`config.mk`:
```
export PLATFORM = sky130hd
export DESIGN_NAME = jpeg_block_sequencer_flat
export DESIGN_NICKNAME = d
export VERILOG_FILES = /design/src/rtl/jpeg_block_sequencer_if.sv /design/src/rtl/jpeg_block_sequencer.sv /design/src/flat_wrapper.sv
export SDC_FILE = /design/constraint.sdc
export NUM_CORES = 2
export LEC_CHECK = 0
export ABC_AREA = 1
export CORE_ASPECT_RATIO = 0.5
export CORE_MARGIN = 2
export CORE_UTILIZATION = 25
export CTS_BUF_LIST = sky130_fd_sc_hd__clkbuf_2 sky130_fd_sc_hd__clkbuf_4 sky130_fd_sc_hd__clkbuf_8
export DETAILED_ROUTE_END_ITERATION = 16
export GPL_ROUTABILITY_DRIVEN = 0
export PLACE_DENSITY = 0.42
export SETUP_SLACK_MARGIN = 0.3
export SYNTH_ARGS = -nofsm -noshare
export SYNTH_HDL_FRONTEND = slang
export SYNTH_SLANG_ARGS = --single-unit
export TNS_END_PERCENT = 10
```
`constraint.sdc`:
```
create_clock -name clock -period 3.1 [get_ports clock]
set_input_delay 0.31 -clock clock [delete_from_list [all_inputs] [get_ports clock]]
set_output_delay 0.31 -clock clock [all_outputs]
set_load 0.01 [all_outputs]
```
`src/rtl/jpeg_block_sequencer_if.sv`:
```
// jpeg_block_sequencer_if: pixel stream handshake and stage-strobe bundle for jpeg_block_sequencer
interface jpeg_block_sequencer_if #(
  parameter int PIX_WIDTH = 8,
  parameter int BLK_DIM   = 8
);
  localparam int N     = BLK_DIM * BLK_DIM;
  localparam int ROW_W = $clog2(BLK_DIM);
  logic                   pix_valid;
  logic                   pix_ready;
  logic [PIX_WIDTH-1:0]   pix_data;
  logic [1:0]             mode;
  logic [N*PIX_WIDTH-1:0] blk_pix;
  logic                   dct_enable;
  logic                   dct_input_enable;
  logic [ROW_W-1:0]       matrix_row;
  logic                   zigzag_input_enable;
  logic                   is_luminance;
  logic [1:0]             comp_id;
  logic                   blk_done;
  logic                   mcu_done;
  logic                   busy;
  modport master (
    output pix_valid, pix_data, mode,
    input  pix_ready, blk_pix, dct_enable, dct_input_enable, matrix_row,
           zigzag_input_enable, is_luminance, comp_id, blk_done, mcu_done, busy
  );
  modport slave (
    input  pix_valid, pix_data, mode,
    output pix_ready, blk_pix, dct_enable, dct_input_enable, matrix_row,
           zigzag_input_enable, is_luminance, comp_id, blk_done, mcu_done, busy
  );
endinterface

```
`src/rtl/jpeg_block_sequencer.sv`:
```
// jpeg_block_sequencer: fills an 8x8 pixel block and self-times DCT/quantize/zigzag strobes; JPEG_SEQ_SUBSAMPLE_420_EN enables Y,Y,Y,Y,Cb,Cr sequencing for mode 10
module jpeg_block_sequencer #(
  parameter int PIX_WIDTH = 8,
  parameter int BLK_DIM   = 8,
  parameter int DCT_LAT   = 4,
  parameter int QUANT_LAT = 1
) (
  input logic clock,
  input logic reset,
  jpeg_block_sequencer_if.slave bus
);
  localparam int N     = BLK_DIM * BLK_DIM;
  localparam int ROW_W = $clog2(BLK_DIM);
  localparam int FW    = $clog2(N);
  localparam int CMAX  = DCT_LAT > QUANT_LAT + 1 ? DCT_LAT : QUANT_LAT + 1;
  localparam int CW    = $clog2(CMAX + 1);
  localparam logic [FW-1:0] LAST_PIX = FW'(N - 1);
  localparam logic [ROW_W-1:0] LAST_ROW = ROW_W'(BLK_DIM - 1);
  typedef enum logic [2:0] {S_IDLE, S_DCT, S_WAIT, S_CAP, S_ROW, S_DONE} state_t;
  state_t                 state_q, state_d;
  logic [CW-1:0]          cnt_q, cnt_d;
  logic [ROW_W-1:0]       row_q, row_d;
  logic [FW-1:0]          fill_q;
  logic                   buf_full_q, buf_full_d, pix_ready_q;
  logic [N*PIX_WIDTH-1:0] buf_q, blk_q;
  logic [1:0]             mode_q, eff_mode, comp_q, comp_new;
  logic [2:0]             seq_q, cur_q, idx, last_idx;
  logic                   last_q, accept, start;
  assign accept     = bus.pix_valid && pix_ready_q;
  assign start      = state_q == S_IDLE && buf_full_q;
  assign buf_full_d = (buf_full_q && !start) || (accept && fill_q == LAST_PIX);
  assign idx        = eff_mode != mode_q ? 3'd0 : seq_q;
`ifdef JPEG_SEQ_SUBSAMPLE_420_EN
  // 4:2:0 walks four luma blocks, then Cb (idx 4) and Cr (idx 5)
  always_comb begin
    eff_mode = bus.mode == 2'b11 ? 2'b00 : bus.mode;
    comp_new = eff_mode == 2'b10 ? (idx < 3'd4 ? 2'd0 : idx[1:0] + 2'd1) :
               eff_mode == 2'b01 ? idx[1:0] : 2'd0;
    last_idx = eff_mode == 2'b10 ? 3'd5 : eff_mode == 2'b01 ? 3'd2 : 3'd0;
  end
`else
  // without 4:2:0 support, mode 10 folds onto 4:4:4 so switching between them keeps the sequence
  always_comb begin
    eff_mode = bus.mode == 2'b11 ? 2'b00 : bus.mode == 2'b10 ? 2'b01 : bus.mode;
    comp_new = eff_mode == 2'b01 ? idx[1:0] : 2'd0;
    last_idx = eff_mode == 2'b01 ? 3'd2 : 3'd0;
  end
`endif
  // fill side: raster write into the input buffer, ready drops while a full block waits
  always_ff @(posedge clock) begin
    if (reset) begin
      fill_q      <= '0;
      buf_full_q  <= 1'b0;
      pix_ready_q <= 1'b0;
    end else begin
      if (accept) begin
        buf_q[fill_q*PIX_WIDTH +: PIX_WIDTH] <= bus.pix_data;
        fill_q <= fill_q == LAST_PIX ? '0 : fill_q + 1'b1;
      end
      buf_full_q  <= buf_full_d;
      pix_ready_q <= !buf_full_d;
    end
  end
  // block transfer latches pixels and component; sequence position advances when the block finishes
  always_ff @(posedge clock) begin
    if (reset) begin
      blk_q  <= '0;
      mode_q <= 2'b00;
      comp_q <= 2'd0;
      cur_q  <= 3'd0;
      seq_q  <= 3'd0;
      last_q <= 1'b0;
    end else if (start) begin
      blk_q  <= buf_q;
      mode_q <= eff_mode;
      comp_q <= comp_new;
      cur_q  <= idx;
      last_q <= idx == last_idx;
    end else if (state_q == S_DONE) begin
      seq_q <= last_q ? 3'd0 : cur_q + 3'd1;
    end
  end
  // process state, stage counter and row index registers
  always_ff @(posedge clock) begin
    if (reset) begin
      state_q <= S_IDLE;
      cnt_q   <= '0;
      row_q   <= '0;
    end else begin
      state_q <= state_d;
      cnt_q   <= cnt_d;
      row_q   <= row_d;
    end
  end
  // stage sequencing: DCT start, fixed DCT wait, capture, then rows of QUANT_LAT+1 cycles
  always_comb begin
    state_d = state_q;
    cnt_d   = cnt_q;
    row_d   = row_q;
    case (state_q)
      S_IDLE: state_d = buf_full_q ? S_DCT : S_IDLE;
      S_DCT: begin
        state_d = S_WAIT;
        cnt_d   = '0;
      end
      S_WAIT: begin
        cnt_d   = cnt_q == CW'(DCT_LAT - 1) ? '0 : cnt_q + 1'b1;
        state_d = cnt_q == CW'(DCT_LAT - 1) ? S_CAP : S_WAIT;
      end
      S_CAP: state_d = S_ROW;
      S_ROW: begin
        cnt_d = cnt_q == CW'(QUANT_LAT) ? '0 : cnt_q + 1'b1;
        if (cnt_q == CW'(QUANT_LAT)) begin
          row_d   = row_q == LAST_ROW ? '0 : row_q + 1'b1;
          state_d = row_q == LAST_ROW ? S_DONE : S_ROW;
        end
      end
      S_DONE:  state_d = S_IDLE;
      default: state_d = S_IDLE;
    endcase
  end
  assign bus.pix_ready           = pix_ready_q;
  assign bus.blk_pix             = blk_q;
  assign bus.dct_enable          = state_q == S_DCT;
  assign bus.dct_input_enable    = state_q == S_CAP;
  assign bus.matrix_row          = row_q;
  assign bus.zigzag_input_enable = state_q == S_ROW && cnt_q == CW'(QUANT_LAT);
  assign bus.comp_id             = comp_q;
  assign bus.is_luminance        = comp_q == 2'd0;
  assign bus.blk_done            = state_q == S_DONE;
  assign bus.mcu_done            = state_q == S_DONE && last_q;
  assign bus.busy                = state_q != S_IDLE;
endmodule

```
`src/flat_wrapper.sv`:
```
// flat-port wrapper written by rule: the top's interface ports become plain ports
module jpeg_block_sequencer_flat 
#(
  parameter int PIX_WIDTH = 8,
  parameter int BLK_DIM   = 8,
  parameter int DCT_LAT   = 4,
  parameter int QUANT_LAT = 1
)
  (clock, reset, bus_pix_valid, bus_pix_data, bus_mode, bus_pix_ready, bus_blk_pix, bus_dct_enable, bus_dct_input_enable, bus_matrix_row, bus_zigzag_input_enable, bus_is_luminance, bus_comp_id, bus_blk_done, bus_mcu_done, bus_busy);
  jpeg_block_sequencer_if #(.PIX_WIDTH(PIX_WIDTH), .BLK_DIM(BLK_DIM)) bus_i ();
  input logic clock;
  input logic reset;
  input wire logic [$bits(bus_i.pix_valid)-1:0] bus_pix_valid;
  input wire logic [$bits(bus_i.pix_data)-1:0] bus_pix_data;
  input wire logic [$bits(bus_i.mode)-1:0] bus_mode;
  output wire logic [$bits(bus_i.pix_ready)-1:0] bus_pix_ready;
  output wire logic [$bits(bus_i.blk_pix)-1:0] bus_blk_pix;
  output wire logic [$bits(bus_i.dct_enable)-1:0] bus_dct_enable;
  output wire logic [$bits(bus_i.dct_input_enable)-1:0] bus_dct_input_enable;
  output wire logic [$bits(bus_i.matrix_row)-1:0] bus_matrix_row;
  output wire logic [$bits(bus_i.zigzag_input_enable)-1:0] bus_zigzag_input_enable;
  output wire logic [$bits(bus_i.is_luminance)-1:0] bus_is_luminance;
  output wire logic [$bits(bus_i.comp_id)-1:0] bus_comp_id;
  output wire logic [$bits(bus_i.blk_done)-1:0] bus_blk_done;
  output wire logic [$bits(bus_i.mcu_done)-1:0] bus_mcu_done;
  output wire logic [$bits(bus_i.busy)-1:0] bus_busy;
  assign bus_i.pix_valid = bus_pix_valid;
  assign bus_i.pix_data = bus_pix_data;
  assign bus_i.mode = bus_mode;
  assign bus_pix_ready = bus_i.pix_ready;
  assign bus_blk_pix = bus_i.blk_pix;
  assign bus_dct_enable = bus_i.dct_enable;
  assign bus_dct_input_enable = bus_i.dct_input_enable;
  assign bus_matrix_row = bus_i.matrix_row;
  assign bus_zigzag_input_enable = bus_i.zigzag_input_enable;
  assign bus_is_luminance = bus_i.is_luminance;
  assign bus_comp_id = bus_i.comp_id;
  assign bus_blk_done = bus_i.blk_done;
  assign bus_mcu_done = bus_i.mcu_done;
  assign bus_busy = bus_i.busy;
  jpeg_block_sequencer #(.PIX_WIDTH(PIX_WIDTH), .BLK_DIM(BLK_DIM), .DCT_LAT(DCT_LAT), .QUANT_LAT(QUANT_LAT)) u_core (.clock(clock), .reset(reset), .bus(bus_i));
endmodule
```
==> results.tsv <==
metric	value	unit
cts_buffers	160	
cts_tree	yes	
grt_usage	19.3	%
ios	538	
worstSetupPathType	reg2reg	
slew_headroom	22.6	%
cp_max_fo	8	
post-synth-top-count-cell	nand2_1	
startpoint_type	register	
synth-async-reset-ratio	0	%
syn_inst	4022	
drcViolationCount	0	
rsz0062_at_grt	yes	
setup_violations	0	
clkTransAtPathRegs	0.06	ns
wl_met1	63800	um
ys_top_cells_by_count	nand2_1, nor2_1, dfxtp_1	
p_leak	0.0165	uW
die_area	159000	sq um
antenna_found_initial	11	
fp.coreArea	155000	sq um
nNetsFinal	4692	
powerDensity	546	nW/um^2
status	finished clean	
period_share	92.6	%
dieHeight	283	um
hpwlAfterDp	118000	um
syn_nets	4047	
grt_overflow_total	0	
grt_pass1_vias	31064	
syn_area	38800	sq um
ys_seq_elements	1052	
layoutNonFillerInstCount	6885	
min_path_type	in2reg	
cts_buffer_depth	3	
dp.cells	6584	
area_growth	31.2	%
syn_area_per_cell	9.66	sq um
ant_nets	0	
drt-pass1-iter-count	12	
final_util	33.0	%
post-route-min-period	2.87	ns
grt_first_pass_wirelength	219000	um
drv_slew	0	
ys_types	34	
routed_wl	158000	um
fp.dieW	561	um
cts-root-buf	clkbuf_8	
vdd_drop_max	0.000426	V
tightest_slew	1.16	ns
arrival	3.58	ns
required	3.81	ns
end_kind	register	
synth-warning-count	0	
fin_area	51000	sq um
drive_above_1_share	11.5	%
ys_seq_area_share	67.4	%
wl_met2	80000	um
max_freq	0.348	GHz
cts_sinks	1052	
vias	30982	
wl_met3	10600	um
io_buffers	537	
rows	102	
maxUsedRoutingLayer	met5	
synth_edf_count	512	
synth_top_area_share	39.6	%
fill_cells	16037	
clkLatencyLatePin	0.88	ns
maxCapViolCount	0	
drtIter0Drc	2967	
grt_max_degree	189	
wl_per_cell	22.9	um
synthTopCellsByArea	edfxtp_1, dfxtp_1, nand2_1	
via_per_inst	4.50	
initial_utilization	25.1	%
regToRegSetupSlack	0.23	ns
ys.flop_type	dfxtp_1	
h-tree-depth	4	
synth_top_cell_by_area	edfxtp_1	
hold_viol	0	
post_cts_buffers	0	
place_area	47500	sq um
clock_skew	0.0311	ns
final cells by class:
cell class / instances / area [sq um] / area share, %
flip-flops and latches: 1052 / 26200 / 51.4
inverters: 131 / 503 / 0.987
well taps: 2080 / 2600 / 5.11
clock buffers: 248 / 2980 / 5.84
repair buffers: 763 / 7350 / 14.4
multi-input cells: 2559 / 10900 / 21.4
clock inverters: 51 / 427 / 0.837
diodes: 1 / 2.50 / 0.00491
timing repair:
item | 4_1_cts | 5_1_grt
setup endpoints to repair | 38 | 175
hold buffers | 1 | 0
gates resized for setup | 5 | 3
endpoints found under the hold margin | 52 | 0
gates cloned | 0 | 0
worst max-delay path, cell delays in order (launching register included):
cell and delay, ns:
dfxtp_1 0.43, inv_2 0.10, ha_1 0.45, nand2_1 0.12
buf_4 0.18, nor3_1 0.71, inv_1 0.18, nor2_1 0.15
buf_4 0.15, nand2_1 0.09, nor2_1 0.15
logic make-up (layout without fill, tap and decap cells):
logic type / Yosys count / count (layout) / share of synthesized area (%)
AND/OR/NAND/NOR: 1996 / 1996 / 20.3
XOR/XNOR: 1 / 1 / 0.0226
buffers and inverters: 411 / 1193 / 4.68
adder cells (fa/ha/maj): 12 / 12 / 0.387
flip-flops: 1052 / 1052 / 67.4
AO/OA/AOI/OAI: 550 / 550 / 7.21
other: 0 / 1 / 0
final timing paths:
check                       endpoint                    start  cells after the start
min reg2reg  u_core.bus.blk_pix[110]  u_core.bus.blk_pix[110]                      2
min                 u_core.fill_q[1]            bus_pix_valid                      3
max                 u_core.buf_q[13]         u_core.fill_q[0]                     10
max reg2reg         u_core.buf_q[13]         u_core.fill_q[0]                     10
power by group:
part / switching [uW] / total, uW / internal [uW]
Combinational: 847 / 1040 / 194
Sequential: 3.15 / 14400 / 14400
Clock: 5750 / 12300 / 6590
Total: 6600 / 27800 / 21200
routing by layer:
metal  vias to the layer above  global-route usage, %
met5                         -                      0
met4                         4                   5.67
met3                       199                   4.31
met2                       926                   34.4
met1                     15364                   23.4
li1                      14489                      -
sequential cells by signal, indices dropped and copies added (netlist names), 2 cells and up:
signal,flops
u_core.cnt_q,3
u_core.cur_q,3
u_core.mode_q,2
u_core.fill_q,6
u_core.buf_q,512
u_core.bus.matrix_row,3
u_core.bus.comp_id,2
u_core.state_q,3
u_core.seq_q,3
u_core.bus.blk_pix,512
cells in the final DEF (no fill, tap or decap), types with 2 or more instances in the layout:
cell	count
nand2_1	1175
nor2_1	618
dfxtp_1	540
clkdlybuf4s50_1	536
a21oi_1	527
edfxtp_1	512
buf_4	203
clkbuf_8	178
inv_1	119
nand3_1	82
clkbuf_4	70
nor3_1	50
nand4_1	32
clkinv_1	23
buf_12	22
ha_1	11
o21ai_0	10
inv_2	9
clkinv_2	9
nand2_2	9
nor3_2	8
inv_8	7
nor2_2	6
nor2_4	6
a211oi_1	5
inv_6	5
bufinv_16	5
nand3_2	3
o21a_1	3
clkinvlp_4	3
nor3b_1	2
through the flow:
stage	setup TNS [ns]	setup slack [ns]	total power, uW	hold slack (ns)
final	0	0.229	27800	0.330
after detailed placement	-0.376	-0.0853	15800	0.456
after global routing	0	0.155	28800	0.350
after global placement	-0.428	-0.0798	15800	0.440
after CTS	0	0.242	28200	0.238
after floorplan	0	0.372	15400	0.431
Power figures use the tool's default switching activity.
